### config.mk
export PLATFORM = sky130hd
export DESIGN_NAME = ttt_processor_array
export DESIGN_NICKNAME = d
export VERILOG_FILES = /design/src/rtl/ttt_processor_array.sv
export SDC_FILE = /design/constraint.sdc
export NUM_CORES = 1
export LEC_CHECK = 0
export ABC_AREA = 1
export BUFFER_PORTS_ARGS = -buffer_cell sky130_fd_sc_hd__buf_2
export CAP_MARGIN = 40
export CORE_MARGIN = 1.5
export CORE_UTILIZATION = 58
export CTS_CLUSTER_SIZE = 30
export DETAILED_ROUTE_END_ITERATION = 7
export GPL_TIMING_DRIVEN = 0
export MAX_ROUTING_LAYER = met4
export PLACE_DENSITY = 0.78
export SYNTH_ARGS = -nofsm -noshare
export SYNTH_HDL_FRONTEND = slang
export SYNTH_SLANG_ARGS = --single-unit
### constraint.sdc
create_clock -name clock -period 6.45 [get_ports clock]
set_input_delay 0.645 -clock clock [delete_from_list [all_inputs] [get_ports clock]]
set_output_delay 0.645 -clock clock [all_outputs]
set_load 0.02 [all_outputs]
### src/rtl/ttt_processor_array.sv
// NUM_PROCESSORS good/bad token threshold units sharing one programming port; TICK sweeps one unit/cycle, events registered.
// Instructions land on the accepting edge; ignored while busy. Optional macro TTT_ARRAY_SATURATE_EN saturates token arithmetic.
module ttt_processor_array #(
  parameter int NUM_PROCESSORS = 4,
  parameter int ADDR_BITS      = $clog2(NUM_PROCESSORS),
  parameter int NEW_TOKEN_BITS = 4,
  parameter int TOKEN_BITS     = 8,
  parameter int DURATION_BITS  = 8,
  parameter int DATA_BITS      = 8
) (
  input  logic                             clock,
  input  logic                             reset,
  input  logic                             enable,
  input  logic [3:0]                       instruction,
  input  logic [ADDR_BITS-1:0]             proc_addr,
  input  logic signed [NEW_TOKEN_BITS-1:0] good_tokens_in,
  input  logic signed [NEW_TOKEN_BITS-1:0] bad_tokens_in,
  input  logic [DATA_BITS-1:0]             data_in,
  output logic [DATA_BITS-1:0]             data_out,
  output logic                             busy,
  output logic                             token_valid,
  output logic                             token_start,
  output logic                             token_stop,
  output logic [ADDR_BITS-1:0]             token_proc
);
  localparam int XW = TOKEN_BITS + 2;
  typedef logic signed [TOKEN_BITS-1:0] tok_t;
  typedef logic signed [XW-1:0]         xtok_t;
  typedef logic [DURATION_BITS-1:0]     dur_t;

`ifdef TTT_ARRAY_SATURATE_EN
  localparam bit SAT_EN = 1'b1;
`else
  localparam bit SAT_EN = 1'b0;
`endif

  localparam xtok_t TOK_MAX = xtok_t'((2 ** (TOKEN_BITS - 1)) - 1);
  localparam xtok_t TOK_MIN = xtok_t'(-(2 ** (TOKEN_BITS - 1)));
  localparam logic [ADDR_BITS:0]   NUM_P    = (ADDR_BITS + 1)'(NUM_PROCESSORS);
  localparam logic [ADDR_BITS-1:0] LAST_IDX = ADDR_BITS'(NUM_PROCESSORS - 1);

  localparam logic [3:0] OP_ADD_GOOD = 4'h0, OP_ADD_BAD = 4'h1, OP_SET_GOOD = 4'h2, OP_GET_GOOD = 4'h3;
  localparam logic [3:0] OP_SET_BAD  = 4'h4, OP_GET_BAD = 4'h5, OP_SET_REM  = 4'h6, OP_GET_REM  = 4'h7;
  localparam logic [3:0] OP_TICK     = 4'h8, OP_SET_GTH = 4'hA, OP_GET_GTH  = 4'hB;
  localparam logic [3:0] OP_SET_BTH  = 4'hC, OP_GET_BTH = 4'hD, OP_SET_DUR  = 4'hE, OP_GET_DUR  = 4'hF;

  // Wide intermediate result folded back to TOKEN_BITS: clamp or plain truncation (wrap).
  function automatic tok_t fit(input xtok_t v);
    if (SAT_EN && v > TOK_MAX) return tok_t'(TOK_MAX);
    if (SAT_EN && v < TOK_MIN) return tok_t'(TOK_MIN);
    return tok_t'(v);
  endfunction

  typedef enum logic {IDLE, SWEEP} state_t;
  state_t state, state_nxt;

  tok_t good_cnt [NUM_PROCESSORS];
  tok_t bad_cnt  [NUM_PROCESSORS];
  tok_t good_thr [NUM_PROCESSORS];
  tok_t bad_thr  [NUM_PROCESSORS];
  dur_t duration [NUM_PROCESSORS];
  dur_t remaining[NUM_PROCESSORS];
  logic [NUM_PROCESSORS-1:0] is_on;
  logic [ADDR_BITS-1:0]      sweep_idx;

  logic sweeping, accept, is_tick, addr_ok;
  logic ev_stop, ev_dec, ev_start;
  tok_t wr_tok, add_good, add_bad, rebase_good, rebase_bad;
  tok_t cur_good, cur_bad;
  dur_t wr_dur, cur_rem, cur_dur;

  assign sweeping = (state == SWEEP);
  assign busy     = sweeping;
  assign accept   = enable && (state == IDLE);
  assign is_tick  = (instruction == OP_TICK);
  assign addr_ok  = ({1'b0, proc_addr} < NUM_P);
  assign wr_tok   = $signed(data_in[TOKEN_BITS-1:0]);
  assign wr_dur   = data_in[DURATION_BITS-1:0];

  assign add_good    = fit(xtok_t'(good_cnt[proc_addr]) + xtok_t'(good_tokens_in));
  assign add_bad     = fit(xtok_t'(bad_cnt[proc_addr]) + xtok_t'(bad_tokens_in));
  // Counts are stored relative to the threshold, so moving the threshold shifts the count.
  assign rebase_good = fit(xtok_t'(good_cnt[proc_addr]) + xtok_t'(good_thr[proc_addr]) - xtok_t'(wr_tok));
  assign rebase_bad  = fit(xtok_t'(bad_cnt[proc_addr]) + xtok_t'(bad_thr[proc_addr]) - xtok_t'(wr_tok));

  assign cur_good = good_cnt[sweep_idx];
  assign cur_bad  = bad_cnt[sweep_idx];
  assign cur_rem  = remaining[sweep_idx];
  assign cur_dur  = duration[sweep_idx];

  // remaining==0 while on only arises from a wrapped duration; treat it as expiring.
  assign ev_stop  = sweeping && is_on[sweep_idx] &&
                    ((!cur_bad[TOKEN_BITS-1] && cur_bad != '0) || cur_rem <= dur_t'(1));
  assign ev_dec   = sweeping && is_on[sweep_idx] && !ev_stop;
  assign ev_start = sweeping && !is_on[sweep_idx] && !cur_good[TOKEN_BITS-1] &&
                    (cur_bad[TOKEN_BITS-1] || cur_bad == '0) && cur_dur != '0;

  always_ff @(posedge clock or posedge reset) begin
    if (reset) state <= IDLE;
    else       state <= state_nxt;
  end

  always_comb begin
    state_nxt = state;
    case (state)
      IDLE:    if (accept && is_tick) state_nxt = SWEEP;
      SWEEP:   if (sweep_idx == LAST_IDX) state_nxt = IDLE;
      default: state_nxt = IDLE;
    endcase
  end

  always_ff @(posedge clock or posedge reset) begin
    if (reset) begin
      for (int i = 0; i < NUM_PROCESSORS; i++) begin
        good_cnt[i]  <= '0;
        bad_cnt[i]   <= '0;
        good_thr[i]  <= '0;
        bad_thr[i]   <= '0;
        duration[i]  <= '0;
        remaining[i] <= '0;
      end
      is_on       <= '0;
      sweep_idx   <= '0;
      data_out    <= '0;
      token_valid <= 1'b0;
      token_start <= 1'b0;
      token_stop  <= 1'b0;
      token_proc  <= '0;
    end else begin
      token_valid <= ev_stop || ev_start;
      token_start <= ev_start;
      token_stop  <= ev_stop;
      token_proc  <= (ev_stop || ev_start) ? sweep_idx : '0;
      sweep_idx   <= sweeping ? sweep_idx + ADDR_BITS'(1) : '0;

      if (ev_stop) begin
        is_on[sweep_idx]     <= 1'b0;
        remaining[sweep_idx] <= '0;
      end else if (ev_dec) begin
        remaining[sweep_idx] <= cur_rem - dur_t'(1);
      end else if (ev_start) begin
        is_on[sweep_idx]     <= 1'b1;
        remaining[sweep_idx] <= cur_dur;
      end

      if (accept && !is_tick) begin
        if (!addr_ok) begin
          data_out <= '0;
        end else begin
          case (instruction)
            OP_ADD_GOOD: good_cnt[proc_addr] <= add_good;
            OP_ADD_BAD:  bad_cnt[proc_addr]  <= add_bad;
            OP_SET_GOOD: begin good_cnt[proc_addr] <= wr_tok; data_out <= DATA_BITS'($unsigned(wr_tok)); end
            OP_GET_GOOD: data_out <= DATA_BITS'($unsigned(good_cnt[proc_addr]));
            OP_SET_BAD:  begin bad_cnt[proc_addr] <= wr_tok; data_out <= DATA_BITS'($unsigned(wr_tok)); end
            OP_GET_BAD:  data_out <= DATA_BITS'($unsigned(bad_cnt[proc_addr]));
            OP_SET_REM: begin
              remaining[proc_addr] <= wr_dur;
              is_on[proc_addr]     <= (wr_dur != '0);
              data_out             <= DATA_BITS'(wr_dur);
            end
            OP_GET_REM:  data_out <= DATA_BITS'(remaining[proc_addr]);
            OP_SET_GTH: begin
              good_thr[proc_addr] <= wr_tok;
              good_cnt[proc_addr] <= rebase_good;
              data_out            <= DATA_BITS'($unsigned(wr_tok));
            end
            OP_GET_GTH:  data_out <= DATA_BITS'($unsigned(good_thr[proc_addr]));
            OP_SET_BTH: begin
              bad_thr[proc_addr] <= wr_tok;
              bad_cnt[proc_addr] <= rebase_bad;
              data_out           <= DATA_BITS'($unsigned(wr_tok));
            end
            OP_GET_BTH:  data_out <= DATA_BITS'($unsigned(bad_thr[proc_addr]));
            OP_SET_DUR:  begin duration[proc_addr] <= wr_dur; data_out <= DATA_BITS'(wr_dur); end
            OP_GET_DUR:  data_out <= DATA_BITS'(duration[proc_addr]);
            default: ;
          endcase
        end
      end
    end
  end
endmodule

# [Yosys cells after proc, flatten, opt, wreduce, memory -nomap -nowiden]
# Index checks and enable logic that the tools add are counted.
[word_totals] register_bits=212 in_bits=25 output_inout_bits=14 word_cells=181
[classes] n_addsub=8 order_cmp=9 eq_ne=15 n_mux=71 n_bitwise=8 n_reduce_logical=38
[op_table] op="32-bit bitwise mux" n=12
[op_table] op="32-bit case mux with 3 select lines" n=2
[op_table] op="8-bit 2-to-1 mux" n=22
[op_table] op="8-bit binary-select mux with 2-bit select" n=10
[op_table] op="32-bit 2-to-1 mux" n=5
[op_table] op="8-bit case mux with 7 select lines" n=1
[op_table] op="32-bit AND" n=1
[op_table] op="8-bit demux with 2-bit select" n=2
[op_table] op="32-bit inverter" n=1
[op_table] op="4-bit == test, second input constant" n=7
[op_table] op="8-bit nonzero test" n=3
[op_table] op="4-bit 2-to-1 mux" n=5
[op_table] op="8-bit by 4-bit adder with 8-bit output" n=2
[op_table] op="8-bit adder" n=2
[op_table] op="4-bit by 3-bit == test with 1-bit output, second input constant" n=4
[op_table] op="8-bit subtractor" n=2
[op_table] op="1-bit logical AND" n=15
[op_table] op="2-bit AND reduction" n=6
[op_table] op="4-bit by 2-bit == test with 1-bit output, second input constant" n=2
[op_table] op="8-bit by 1-bit <= comparator with 1-bit output, second input constant" n=1
[op_table] op="8-bit zero test" n=1
[op_table] op="8-bit by 1-bit subtractor with 8-bit output, second input constant" n=1
[op_table] op="7-bit nonzero test" n=1
[op_table] op="3-bit greater-or-equal comparator, second input constant" n=2
[op_table] op="other kinds (22)" n=39

# [Depth between registers and ports, before layout]
[logic_depth] ltp_word=15 mapped_depth=21 depth_no_buf=19

# [Least setup slack after synthesis]
# OpenSTA, ideal clock, no wires.
[synth_path] path_type="input port to flip-flop" start="in proc_addr[0]" end="reg good_cnt[22] in the netlist's numbering" setup_ps=115 arrival_ps=3572 setup_slack_ps=2762 cell_stages=21 cell_sequence="buf_2 > nor2_1 > buf_4 > buf_2 > a22oi_1 > nand2_1 > a21oi_1 > ha_1 > inv_1 > ha_1 > fa_1 > nand3_1 > nand3_1 > a21o_1 > a21oi_1 > xor2_1 > nand2_1 > nand2_1 > nand2_1 > nor2_1 > nor2_1"
[synth_between] elab_chain_len=8
[synth_rtl] item="start, declared" line_no="15" text="input logic [ADDR_BITS-1:0] proc_addr,"
[synth_rtl] item="2-bit inverter with 3-bit output (not written as such) *"
[synth_rtl] item="8-bit binary-select mux with 2-bit select, on equally long branches" line_no="80, 83"
[synth_rtl] item="8-bit 2-to-1 mux, on equally long branches (2 in a row)" line_no="80, 83"
[synth_rtl] item="8-bit adder" line_no="83" text="assign rebase_good = fit(xtok_t'(good_cnt[proc_addr]) + xtok_t'(good_thr[proc_addr]) - xtok_t'(wr_tok));"
[synth_rtl] item="8-bit subtractor" line_no="83"
[synth_rtl] item="32-bit bitwise mux" line_no="165" text="good_cnt[proc_addr] <= rebase_good;"
[synth_rtl] item="32-bit case mux with 3 select lines *" line_no="150" text="case (instruction)"
[synth_rtl] item="end signal, assigned by index" line_no="151" text="OP_ADD_GOOD: good_cnt[proc_addr] <= add_good;"
[synth_rtl] item="end signal, assigned by index" line_no="153" text="OP_SET_GOOD: begin good_cnt[proc_addr] <= wr_tok; data_out <= DATA_BITS'($unsigned(wr_tok)); end"
[synth_rtl] item="end signal, assigned by index" line_no="165"
[synth_rtl] item="end, declared" line_no="57" text="tok_t good_cnt [NUM_PROCESSORS];"
# Every way passes the cells marked *; elsewhere a longest branch is shown, timed or not. The select of a mux whose other input is x is not followed.
# A chain may end at the register's enable or synchronous reset.

# [Final worst setup path]
# Same ends and word-level chain as after synthesis.

==> results.sh <==
export IMPL_criticalPathCategory="in2reg"
export IMPL_final_seq_area_sq_mm=0.005305
export IMPL_setup_viol=0
export IMPL_dpl_instance_area_sq_mm=0.01586
export IMPL_overflow=0
export IMPL_post_place_ws_ns=1.563
export IMPL_cts_buffers_inserted=25
export IMPL_status="complete, no violations"
export IMPL_power_leakage_nw=8.057
export IMPL_rr_worst_depth=15
export IMPL_timing_rr_end="remaining[18]"
export IMPL_ys_types=56
export IMPL_cts_repair_resized=0
export IMPL_grtUsageMet2=0.6686
export IMPL_grt_start_max_net_pins=121
export IMPL_dp_hpwl_um=47040
export IMPL_cts_tree="yes"
export IMPL_crit_fanout=10
export IMPL_gp_congestion=1.134
export IMPL_cts_max_level=1
export IMPL_clockBufferDepth=3
export IMPL_cp_end_kind="register"
export IMPL_powerDensity_mw_per_mm2=458.3
export IMPL_met3_usage=0.1607
export IMPL_tightest_slew_ns=0.9968
export IMPL_slew_headroom=0.3355
export IMPL_final_nets=2342
export IMPL_drt_iter0_drc=2613
export IMPL_hold_buffers=0
export IMPL_first_global_vias=15770
export IMPL_hold_path_class="in2async"
export IMPL_clk_latency_ns=0.56
export IMPL_grtUsageTotal=0.4880
export IMPL_grt_pass1_wl_um=94500
export IMPL_ios=39
export IMPL_slowest_delay_ns=0.51
export IMPL_fmax_mhz=221.6
export IMPL_drv_cap=0
export IMPL_gr_usage_met1=0.6348
export IMPL_whs_ns=0.1952
export IMPL_antenna_found_initial=2
export IMPL_timing_final_hold_violations=0
export IMPL_firstDrtPassIters=6
export IMPL_final_area_sq_mm=0.01667
export IMPL_final_cell_mix="nand2_1 (596), o21ai_0 (232), inv_1 (215)"
export IMPL_rows=59
export IMPL_cts_sink_count=212
export IMPL_start_util=0.5876
export IMPL_slew_viol_final=0
export IMPL_drive_gt1_frac=0.07928
export IMPL_clk_pin_slew_worst_paths_ns=0.06
export IMPL_io_buffers=35
export IMPL_clockRootBuffer="clkbuf_16"
export IMPL_die_x_um=164.8
export IMPL_reg2reg_from="sweep_idx[1]"
export IMPL_crit_path_frequent_cell="nand2_1"
export IMPL_r2r_slack_ns=2.85
export IMPL_drc=0
export IMPL_multi_input_area_sq_mm=0.008464
export IMPL_syn_avg_cell_area_sq_um=6.910
export IMPL_vias=17150
export IMPL_finClkSkew_ns=0.02113
export IMPL_ant_nets=0
export IMPL_yosysWarnings=0
export IMPL_instances_no_fill=2621
export IMPL_synthCells=2197
export IMPL_critPathLaunchType="input port"
export IMPL_synth_seq_cells=212
export IMPL_setup_tns_ns=0
export IMPL_required_ns=6.88
export IMPL_post_cts_buffers=0
export IMPL_crit_slowest_cell="xor2_1"
export IMPL_dp_cells=2572
export IMPL_grt_setup_unrepaired="no"
export IMPL_fin_crit_ns=4.513
export IMPL_syn_nets=2274
export IMPL_vdd_drop_max_v=0.0002989
export IMPL_final_common_cell="nand2_1"
export IMPL_core_sq_mm=0.02584
export IMPL_via_per_inst=6.543
export IMPL_grt_busiest_layer="met2"
export IMPL_synth_area_sq_mm=0.01518
export IMPL_die_y_um=164.8
export IMPL_cp_arrival_ns=4.95
export IMPL_finalCritPeriodShare=0.6998
export IMPL_fillCellCount=2391
export IMPL_wire_per_inst_um=24.45
export IMPL_wl_um=64080
export IMPL_ys_seq_area_frac=0.3495
export IMPL_dieArea_sq_mm=0.02715
export IMPL_setup_slack_ns=1.937
export IMPL_crit_path_cell_trace="buf_2 > nand2_1 > inv_1 > buf_2 > buf_2 > a21oi_1 > ha_1 > inv_1 > ha_1 > fa_1 > nand3_1 > nand3_1 > a21o_1 > a21oi_1 > xor2_1 > nand2_1 > nand2_1 > nand2_1 > nor2_1 > nor2_1"
export IMPL_synthToLayoutAreaGrowth_pct=9.791
[cell families (layout without fill, tap and decap cells)]
logic type,after synthesis,after routing,share of synthesized area
compound gates,567,567,0.2178
xor+xnor,27,27,0.01558
fa+ha+maj,52,52,0.05077
buf+inv,348,434,0.09297
flops,212,212,0.3495
other cells,0,3,0
simple gates,991,991,0.2734
[synthesized netlist by cell type (all sizes together)]
| cell type | n | area share |
|---|---|---|
| nand2 | 601 | 0.15 |
| o21ai | 243 | 0.081 |
| inv | 235 | 0.058 |
| dfrtp | 212 | 0.35 |
| nor2 | 172 | 0.046 |
| nand3 | 165 | 0.055 |
| a21oi | 154 | 0.053 |
| clkbuf | 61 | 0.015 |
| buf | 48 | 0.019 |
| ha | 36 | 0.030 |
| a22oi | 34 | 0.017 |
| o22ai | 33 | 0.014 |
| nand4 | 23 | 0.010 |
| a22o | 16 | 0.0092 |
| fa | 16 | 0.021 |
| xnor2 | 15 | 0.0087 |
| a31oi | 13 | 0.0054 |
| o31ai | 12 | 0.0059 |
| xor2 | 12 | 0.0069 |
| a2bb2oi | 11 | 0.0063 |
| o211ai | 11 | 0.0054 |
| nand3b | 10 | 0.0049 |
| o21a | 8 | 0.0040 |
| or2 | 8 | 0.0033 |
| nor3 | 7 | 0.0023 |
| o2bb2ai | 6 | 0.0035 |
| o221ai | 5 | 0.0029 |
| a41oi | 4 | 0.0023 |
| clkinv | 4 | 0.00099 |
| a21boi | 3 | 0.0015 |
| a221oi | 3 | 0.0017 |
| o21bai | 3 | 0.0015 |
| and2 | 2 | 0.00082 |
| o22a | 2 | 0.0012 |
| o311ai | 2 | 0.0012 |
| a211oi | 1 | 0.00049 |
| a21o | 1 | 0.00049 |
| and3 | 1 | 0.00041 |
| nor2b | 1 | 0.00041 |
| nor4 | 1 | 0.00041 |
| o2111ai | 1 | 0.00058 |
| o32ai | 1 | 0.00058 |
[state kept, by name, indices dropped and copies added (netlist names)]
name,cells
is_on,4
bad_cnt,32
sweep_idx,2
token_proc,2
good_cnt,32
bad_thr,32
duration,32
remaining,32
token_valid,1
token_stop,1
good_thr,32
token_start,1
busy,1
data_out,8
[through the flow]
step                power (mW)  utilization
floorplan                4.734            -
global placement         5.902       0.6106
detailed placement       5.994       0.6137
CTS                      7.406       0.6445
global route             8.019       0.6451
finish                   7.639       0.6451
[final cells by class]
| cell class | instances | area share |
|---|---|---|
| multi-input combinational | 1637 | 0.5078 |
| sequential | 212 | 0.3183 |
| inverter | 239 | 0.05428 |
| clock buffer | 38 | 0.04347 |
| buffer | 109 | 0.03085 |
| tap | 335 | 0.02515 |
| timing repair buffer | 41 | 0.01531 |
| clock inverter | 7 | 0.004354 |
| antenna | 3 | 0.0004504 |
[power by group]
part	internal [mW]	switching (mW)
Combinational	1.25	2.85
Sequential	1.76	0.357
Clock	0.813	0.609
Total	3.82	3.82
[how the worst max path moves through the flow]
stage | start | depth (start not counted) | end
after global routing | proc_addr[0] | 21 | good_cnt[22]
final | proc_addr[0] | 20 | good_cnt[22]
after CTS | proc_addr[0] | 20 | good_cnt[22]
after detailed placement | proc_addr[0] | 20 | good_cnt[22]
after global placement | reset | 2 | remaining[7]
after floorplan | reset | 1 | bad_cnt[0]
[metal layers]
metal	up-vias	routed length [um]
met3	321	9963
li1	7475	-
met2	1335	26030
met5	-	0
met1	8018	23980
met4	0	4111
[critical path, delay by kind of cell]
kind,cells,cell delay [ns]
buffers and inverters,5,1.40
adders and majority gates,3,1.01
and+or+nand+nor,8,0.79
AOI/OAI and AO/OA,3,0.56
xor gates and xnor gates,1,0.51
Note: power is estimated with default switching activity, not from simulation.
